[src/rtl/clk_div_pkg.sv]
// Shared definitions for the programmable clock divider and its optional gate generator.
package clk_div_pkg;

    localparam int CNT_W_DEF = 32;
    localparam int MIN_HALF  = 1;

    typedef enum logic [1:0] {
        GATE_IDLE,
        GATE_ARMED,
        GATE_OPEN
    } gate_state_t;

endpackage

[src/rtl/clk_div_gate.sv]
// One-period measurement window generator, opened and closed on consecutive rising-edge ticks.
module clk_div_gate
    import clk_div_pkg::*;
(
    input  logic i_clk,
    input  logic i_rst,
    input  logic i_en,
    input  logic i_tick,
    input  logic i_start,
    output logic o_gate,
    output logic o_gate_done
);

    gate_state_t r_state;
    logic        r_gate;
    logic        r_gate_done;

    // i_tick is the next-cycle tick strobe, so gate registers alongside the divider's tick.
    always_ff @(posedge i_clk or posedge i_rst) begin
        if (i_rst) begin
            r_state     <= GATE_IDLE;
            r_gate      <= 1'b0;
            r_gate_done <= 1'b0;
        end else begin
            r_gate_done <= 1'b0;
            if (i_en) begin
                case (r_state)
                    GATE_IDLE: begin
                        if (i_start) begin
                            r_state <= GATE_ARMED;
                        end
                    end
                    GATE_ARMED: begin
                        if (i_tick) begin
                            r_state <= GATE_OPEN;
                            r_gate  <= 1'b1;
                        end
                    end
                    GATE_OPEN: begin
                        if (i_tick) begin
                            r_state     <= GATE_IDLE;
                            r_gate      <= 1'b0;
                            r_gate_done <= 1'b1;
                        end
                    end
                    default: begin
                        r_state <= GATE_IDLE;
                        r_gate  <= 1'b0;
                    end
                endcase
            end
        end
    end

    assign o_gate      = r_gate;
    assign o_gate_done = r_gate_done;

endmodule

[src/rtl/clk_div_prog.sv]
// Runtime-programmable 50% duty clock divider with tick/edge strobes and boundary-aligned updates.
// Optional measurement gate generator enabled by defining CLK_DIV_GATE_EN.
module clk_div_prog
    import clk_div_pkg::*;
#(
    parameter int          CNT_W        = CNT_W_DEF,
    parameter int unsigned DEFAULT_HALF = 50_000_000
) (
    input  logic             clk,
    input  logic             rst,
    input  logic             en,
    input  logic [CNT_W-1:0] half_in,
    input  logic             half_wr,
`ifdef CLK_DIV_GATE_EN
    input  logic             gate_start,
    output logic             gate,
    output logic             gate_done,
`endif
    output logic             div_out,
    output logic             tick,
    output logic             edge_p,
    output logic [CNT_W-1:0] half_cur,
    output logic             upd_pend
);

    localparam logic [CNT_W-1:0] RST_HALF = CNT_W'(DEFAULT_HALF);
    localparam logic [CNT_W-1:0] ONE      = CNT_W'(1);

    function automatic logic [CNT_W-1:0] f_clamp_half(input logic [CNT_W-1:0] v);
        return (v < CNT_W'(MIN_HALF)) ? CNT_W'(MIN_HALF) : v;
    endfunction

    logic [CNT_W-1:0] r_cnt;
    logic [CNT_W-1:0] r_half_cur;
    logic [CNT_W-1:0] r_pending;
    logic             r_upd_pend;
    logic             r_div_out;
    logic             r_tick;
    logic             r_edge_p;

    logic [CNT_W-1:0] w_h;
    logic             w_wrap;
    logic             w_tick_nxt;

    assign w_h        = f_clamp_half(r_half_cur);
    assign w_wrap     = (r_cnt == (w_h - ONE));
    assign w_tick_nxt = en & w_wrap & ~r_div_out;

    // A boundary write is handled after the apply step so it lands in pending for the next boundary.
    always_ff @(posedge clk or posedge rst) begin
        if (rst) begin
            r_cnt      <= '0;
            r_half_cur <= RST_HALF;
            r_pending  <= '0;
            r_upd_pend <= 1'b0;
            r_div_out  <= 1'b0;
            r_tick     <= 1'b0;
            r_edge_p   <= 1'b0;
        end else begin
            r_tick   <= 1'b0;
            r_edge_p <= 1'b0;
            if (!en) begin
                if (half_wr) begin
                    r_half_cur <= f_clamp_half(half_in);
                    r_cnt      <= '0;
                    r_upd_pend <= 1'b0;
                end
            end else begin
                if (w_wrap) begin
                    r_cnt     <= '0;
                    r_div_out <= ~r_div_out;
                    r_edge_p  <= 1'b1;
                    r_tick    <= ~r_div_out;
                    if (r_upd_pend) begin
                        r_half_cur <= r_pending;
                    end
                    r_upd_pend <= 1'b0;
                end else begin
                    r_cnt <= r_cnt + ONE;
                end
                if (half_wr) begin
                    r_pending  <= f_clamp_half(half_in);
                    r_upd_pend <= 1'b1;
                end
            end
        end
    end

    assign div_out  = r_div_out;
    assign tick     = r_tick;
    assign edge_p   = r_edge_p;
    assign half_cur = r_half_cur;
    assign upd_pend = r_upd_pend;

`ifdef CLK_DIV_GATE_EN
    clk_div_gate u_gate (
        .i_clk       (clk),
        .i_rst       (rst),
        .i_en        (en),
        .i_tick      (w_tick_nxt),
        .i_start     (gate_start),
        .o_gate      (gate),
        .o_gate_done (gate_done)
    );
`else
    logic w_unused_tick_nxt;
    assign w_unused_tick_nxt = w_tick_nxt;
`endif

endmodule
[config.mk]
export PLATFORM = sky130hd
export DESIGN_NAME = clk_div_prog
export DESIGN_NICKNAME = d
export VERILOG_FILES = /design/src/rtl/clk_div_pkg.sv /design/src/rtl/clk_div_gate.sv /design/src/rtl/clk_div_prog.sv
export SDC_FILE = /design/constraint.sdc
export NUM_CORES = 1
export LEC_CHECK = 0
export CAP_MARGIN = 20
export CORE_MARGIN = 2
export CORE_UTILIZATION = 51
export CTS_BUF_LIST = sky130_fd_sc_hd__clkbuf_4 sky130_fd_sc_hd__clkbuf_8
export DETAILED_ROUTE_END_ITERATION = 10
export PLACE_DENSITY = 0.77
export SLEW_MARGIN = 20
export SYNTH_ARGS = -nofsm -noshare
export SYNTH_HDL_FRONTEND = slang
export SYNTH_SLANG_ARGS = --single-unit
export TNS_END_PERCENT = 30
[constraint.sdc]
create_clock -name clk -period 4.65 [get_ports clk]
set_input_delay 1.1625 -clock clk [delete_from_list [all_inputs] [get_ports clk]]
set_output_delay 1.1625 -clock clk [all_outputs]
set_load 0.02 [all_outputs]
Word-level counts from Yosys, hierarchy flattened
Cells that the tools add are included.
{ "classes": {"muxes": 17, "n_reduce_logical": 6, "n_lt_le_gt_ge": 2, "eq_ne": 3, "addsub": 2, "bitwise": 1} }
{ "op_table": {"columns": ["op", "n"], "rows": [
  ["2-to-1 mux 32 bit", 9],
  ["< comparator 32 x 1 -> 1 bit (second input constant)", 2],
  ["adder 32 x 1 -> 32 bit (second input constant)", 1],
  ["== test 32 bit", 1],
  ["subtractor 32 x 1 -> 32 bit (second input constant)", 1],
  ["2-to-1 mux 1 bit", 8],
  ["AND reduction 2 bit", 3],
  ["inequality test 2 x 1 -> 1 bit (second input constant)", 2],
  ["nonzero test 2 bit", 2],
  ["AND reduction 3 bit", 1],
  ["NOT 1 bit", 1]
]} }
{ "word_totals": {"out_inout_bits": 36, "inputBits": 36, "wordCells": 38, "reg_bits": 100} }

Depth between registers and ports, before layout
{ "depth": {"ltp_word": 7, "depth_mapped": 19} }

Worst setup path after synthesis
No wires, ideal clock.
{ "synth_timing": {"path_type": "register to register", "start": "reg r_half_cur[15] (netlist: half_cur[15])", "end": "reg r_cnt[23]", "stages_incl_launch_ff": 18, "path_buffers": 4, "t_required_ns": 4.509, "t_arrival_ns": 4.536, "slack_ns": -0.027, "synth_period_minus_slack_ns": 4.677, "path_cell_list": "dfstp_2 -> clkbuf_1 -> nor4_1 -> and3_1 -> and3_1 -> buf_4 -> a21oi_1 -> ha_1 -> or4b_1 -> or4_1 -> a22o_1 -> or3_1 -> or3_4 -> nor4_4 -> and4_1 -> buf_4 -> buf_8 -> nor3_2"} }
{ "synth_via": {"elab_chain_len": 6} }
{ "synth_rtl": {"columns": ["item", "line_no", "text"], "rows": [
  ["start: declaration", "clk_div_prog.sv:34", "logic [CNT_W-1:0] r_half_cur;"],
  ["start signal: assignment", "clk_div_prog.sv:64", "r_half_cur <= f_clamp_half(half_in);"],
  ["start signal: assignment", "clk_div_prog.sv:75", "r_half_cur <= r_pending;"],
  ["< comparator 32 x 1 -> 1 bit", "clk_div_prog.sv:30", "return (v < CNT_W'(MIN_HALF)) ? CNT_W'(MIN_HALF) : v;"],
  ["2-to-1 mux 32 bit *", "clk_div_prog.sv:30", null],
  ["subtractor 32 x 1 -> 32 bit *", "clk_div_prog.sv:46", "assign w_wrap = (r_cnt == (w_h - ONE));"],
  ["== test 32 bit *", "clk_div_prog.sv:46", null],
  ["2-to-1 mux 32 bit *", "clk_div_prog.sv:69", "if (w_wrap) begin"],
  ["2-to-1 mux 32 bit *", "clk_div_prog.sv:62", "if (!en) begin"],
  ["end signal: assignment", "clk_div_prog.sv:79", "r_cnt <= r_cnt + ONE;"],
  ["end: declaration", "clk_div_prog.sv:33", "logic [CNT_W-1:0] r_cnt;"]
]} }
Mark *: on every way between the ends. The rest lies on a longest branch, timed or not.
A chain may end at the register's enable or synchronous reset.

Worst setup path in the final report
{ "layout_timing": {"start": "reg r_half_cur[19] (netlist: half_cur[19])", "end": "reg r_cnt[7]"} }
Same word-level chain as after synthesis.

==> metrics.txt <==
placed inst area 6900 um2; I/O pin cnt 72; Min-Delay Path Class reg -> reg; Hold Path Sink r_pending[0]; remaining antenna violation count 0; # clock sinks 100; Net count, final 691; CTS tree built; Area growth, synth to finish 22.2%; Synth area leader dfrtp_1; critical path start-end classification reg -> reg; CP Capture Type flop; power density over the cells 301 nW/um2; syn nets 601; Max clock buf depth 2; max_cap viols 0; Placer Congestion 0.899; Hold Fails Final Rpt 0; Final period util 95.3%; port bufs 71; DRT Pass-1 Iters 5; Die Y 111 um; largest net degree at the start of global routing 101; Pwr Total 0.00216 W; Detailed Route WL 16000 um; outcome complete, no violations; later-pin clock latency in the skew report 0.40 ns; reg-to-reg endpoint r_cnt[7]; post-cts hold buffer count 0; mean post-synth cell area 10.4 um2; Reg2Reg Setup Slack 0.22 ns; Crit Path Max Fanout 15; fin crit period 4.43 ns; Final setup viols 0; cell area after layout 7170 um2; Worst VDD drop 0.000282 V; worst slack, placed 0.0194 ns; ys flop type dfrtp_1; Synth Cell Area 5870 um2; antenna violations before repair 0; vias in the first global route 4924; # DRC 0; Peak Freq 226 MHz; placed wire-length estimate 11500 um; crit path DAT 4.68 ns; WHS Path Cells 2; share of the synthesized area in the top cell type 37.5%; clk root buf clkbuf_8; overall routing resource usage 26.4%; H-Tree Depth 3; number of synthesized flops with an enable pin 0; static leakage 2.73 nW; Async S/R FF share, synth 100%; Yosys reg bits 100; Final WS setup 0.221 ns; Synth Instances 563; Hold WS 0.498 ns; Worst-Margin Slew 0.766 ns; first-pass GRT wire length 25900 um; Placed Cells 780; required time of the critical path 4.90 ns; post-synthesis sequential area ratio 42.9%; clock slew at reported path FFs 0.10 ns; Site Rows 39; Remaining Overflow, GRT 0; Num CTS Buffers 9; initial core utilization 51.8%; hold_sp r_pending[0]; final non-filler cell total 801; startpoint types flop; synth top area cells dfrtp_1, mux2_2, o221a_2, dfstp_2, xnor2_1; R2R Path Start half_cur[19]; CORE AREA 11300 um2; reg2reg path depth 14; layout cells sized above 1 24.5%; Vias/cell 6.18; clock skew 0.0110 ns; Max transition margin 48.9%; diodes inserted 0; vias 4951; Wirelength per Cell 20.0 um; Slew Limit Fails 0; Yosys warnings 0; die area 12400 um2; die width 111 um; DR iter-0 viols 414; distinct cell type count after synthesis 64
## cell families (layout without fill, tap and decap cells)
kind of cell,after synthesis,count (layout),synth area share [%]
AO/OA/AOI/OAI,81,81,12.4
XOR/XNOR,69,69,10.3
adder cells (fa/ha/maj),2,2,0.427
buffers and inverters,38,133,3.37
flip-flops,100,100,42.9
multiplexers,34,34,6.46
AND/OR/NAND/NOR,239,239,24.2
## synthesized netlist by cell type, types with 4 or more instances
master    count
dfrtp_1      88
xnor2_1      36
nand2b_1     35
nor3_1       34
xor2_1       33
mux2_2       31
o221a_2      31
nand2_1      30
nand3_1      26
nor2_1       23
nor4_1       23
clkbuf_1     19
nand4_1      14
dfstp_2      12
nor3_2       11
or3_1         9
buf_2         8
a31oi_1       7
o21ai_0       6
or4_1         6
a21oi_1       5
and3_1        5
a32o_1        4
and4_1        4
inv_1         4
## metal layers
metal / global-route usage, % / wire (um)
met1: 36.6 / 7190
met2: 40.9 / 7570
met3: 6.94 / 1020
met4: 7.74 / 274
met5: 0 / 0
## state kept, by name, summed over array words and instances (netlist names)
| signal | flops |
|---|---|
| half_cur | 32 |
| r_cnt | 32 |
| r_pending | 32 |
| div_out | 1 |
| edge_p | 1 |
| tick | 1 |
| upd_pend | 1 |
## report_power, final
group	switching [W]	leakage (nW)	internal, W
Sequential	0.0000754	1.22	0.000962
Combinational	0.000266	1.41	0.000264
Clock	0.000338	0.105	0.000256
Total	0.000679	2.73	0.00148
## metrics by stage
step | utilization (%) | TNS (ns)
2_1_floorplan | - | 0
3_3_place_gp | 60.9 | 0
3_5_place_dp | 60.9 | 0
4_1_cts | 62.7 | 0
5_1_grt | 63.3 | -0.0330
6_report | 63.3 | 0
## worst max path at each step
stage	startpoint	to	slack, ns	cells after the start
finish	half_cur[19]	r_cnt[7]	0.22	14
global placement	half_cur[23]	r_cnt[19]	0.22	14
detailed placement	half_cur[25]	div_out	0.02	14
floorplan	half_cur[25]	r_cnt[23]	0.04	17
CTS	half_cur[25]	div_out	0.005	14
global route	half_cur[13]	div_out	-0.03	14
## worst max-delay path: stages, from the launching register on
cell       delay [ns]
dfstp_2          0.62
or4_1            0.20
nor3_4           0.06
and3_1           0.19
a21oi_1          0.18
ha_2             0.24
or4b_1           0.50
or4_1            0.52
a22o_1           0.23
or3_1            0.34
or3_4            0.40
nor4_4           0.23
and4_4           0.31
clkbuf_16        0.20
nor3_1           0.06
## layout make-up
cell class | count | area (um2)
clock buffer | 9 | 124
clock inverter | 7 | 78.8
fill | 903 | 4150
inverter | 4 | 17.5
multi-input combinational | 425 | 3170
sequential | 100 | 2520
tap | 143 | 179
timing repair buffer | 113 | 1080
## timing repair
item / CTS / global route
buffers inserted: 0 / 4
setup endpoints to repair: 0 / 66
resized for setup: 0 / 5
## placed cells by master (no fill, tap or decap), types with 6 or more instances in the layout
| master | count |
|---|---|
| clkbuf_8 | 9 |
| clkdlybuf4s50_1 | 71 |
| dfrtp_1 | 88 |
| nor3_1 | 34 |
| nor4_1 | 23 |
| nand2_1 | 30 |
| or3_1 | 7 |
| or4_1 | 6 |
| nor2_1 | 23 |
| xor2_1 | 33 |
| o221a_2 | 31 |
| mux2_2 | 31 |
| nand4_1 | 14 |
| dfstp_2 | 12 |
| nand3_1 | 26 |
| xnor2_1 | 36 |
| nor3_2 | 11 |
| a31oi_1 | 7 |
| nand2b_1 | 35 |
| o21ai_0 | 6 |
| buf_4 | 38 |
No activity file was read; power rests on OpenSTA's default activity.
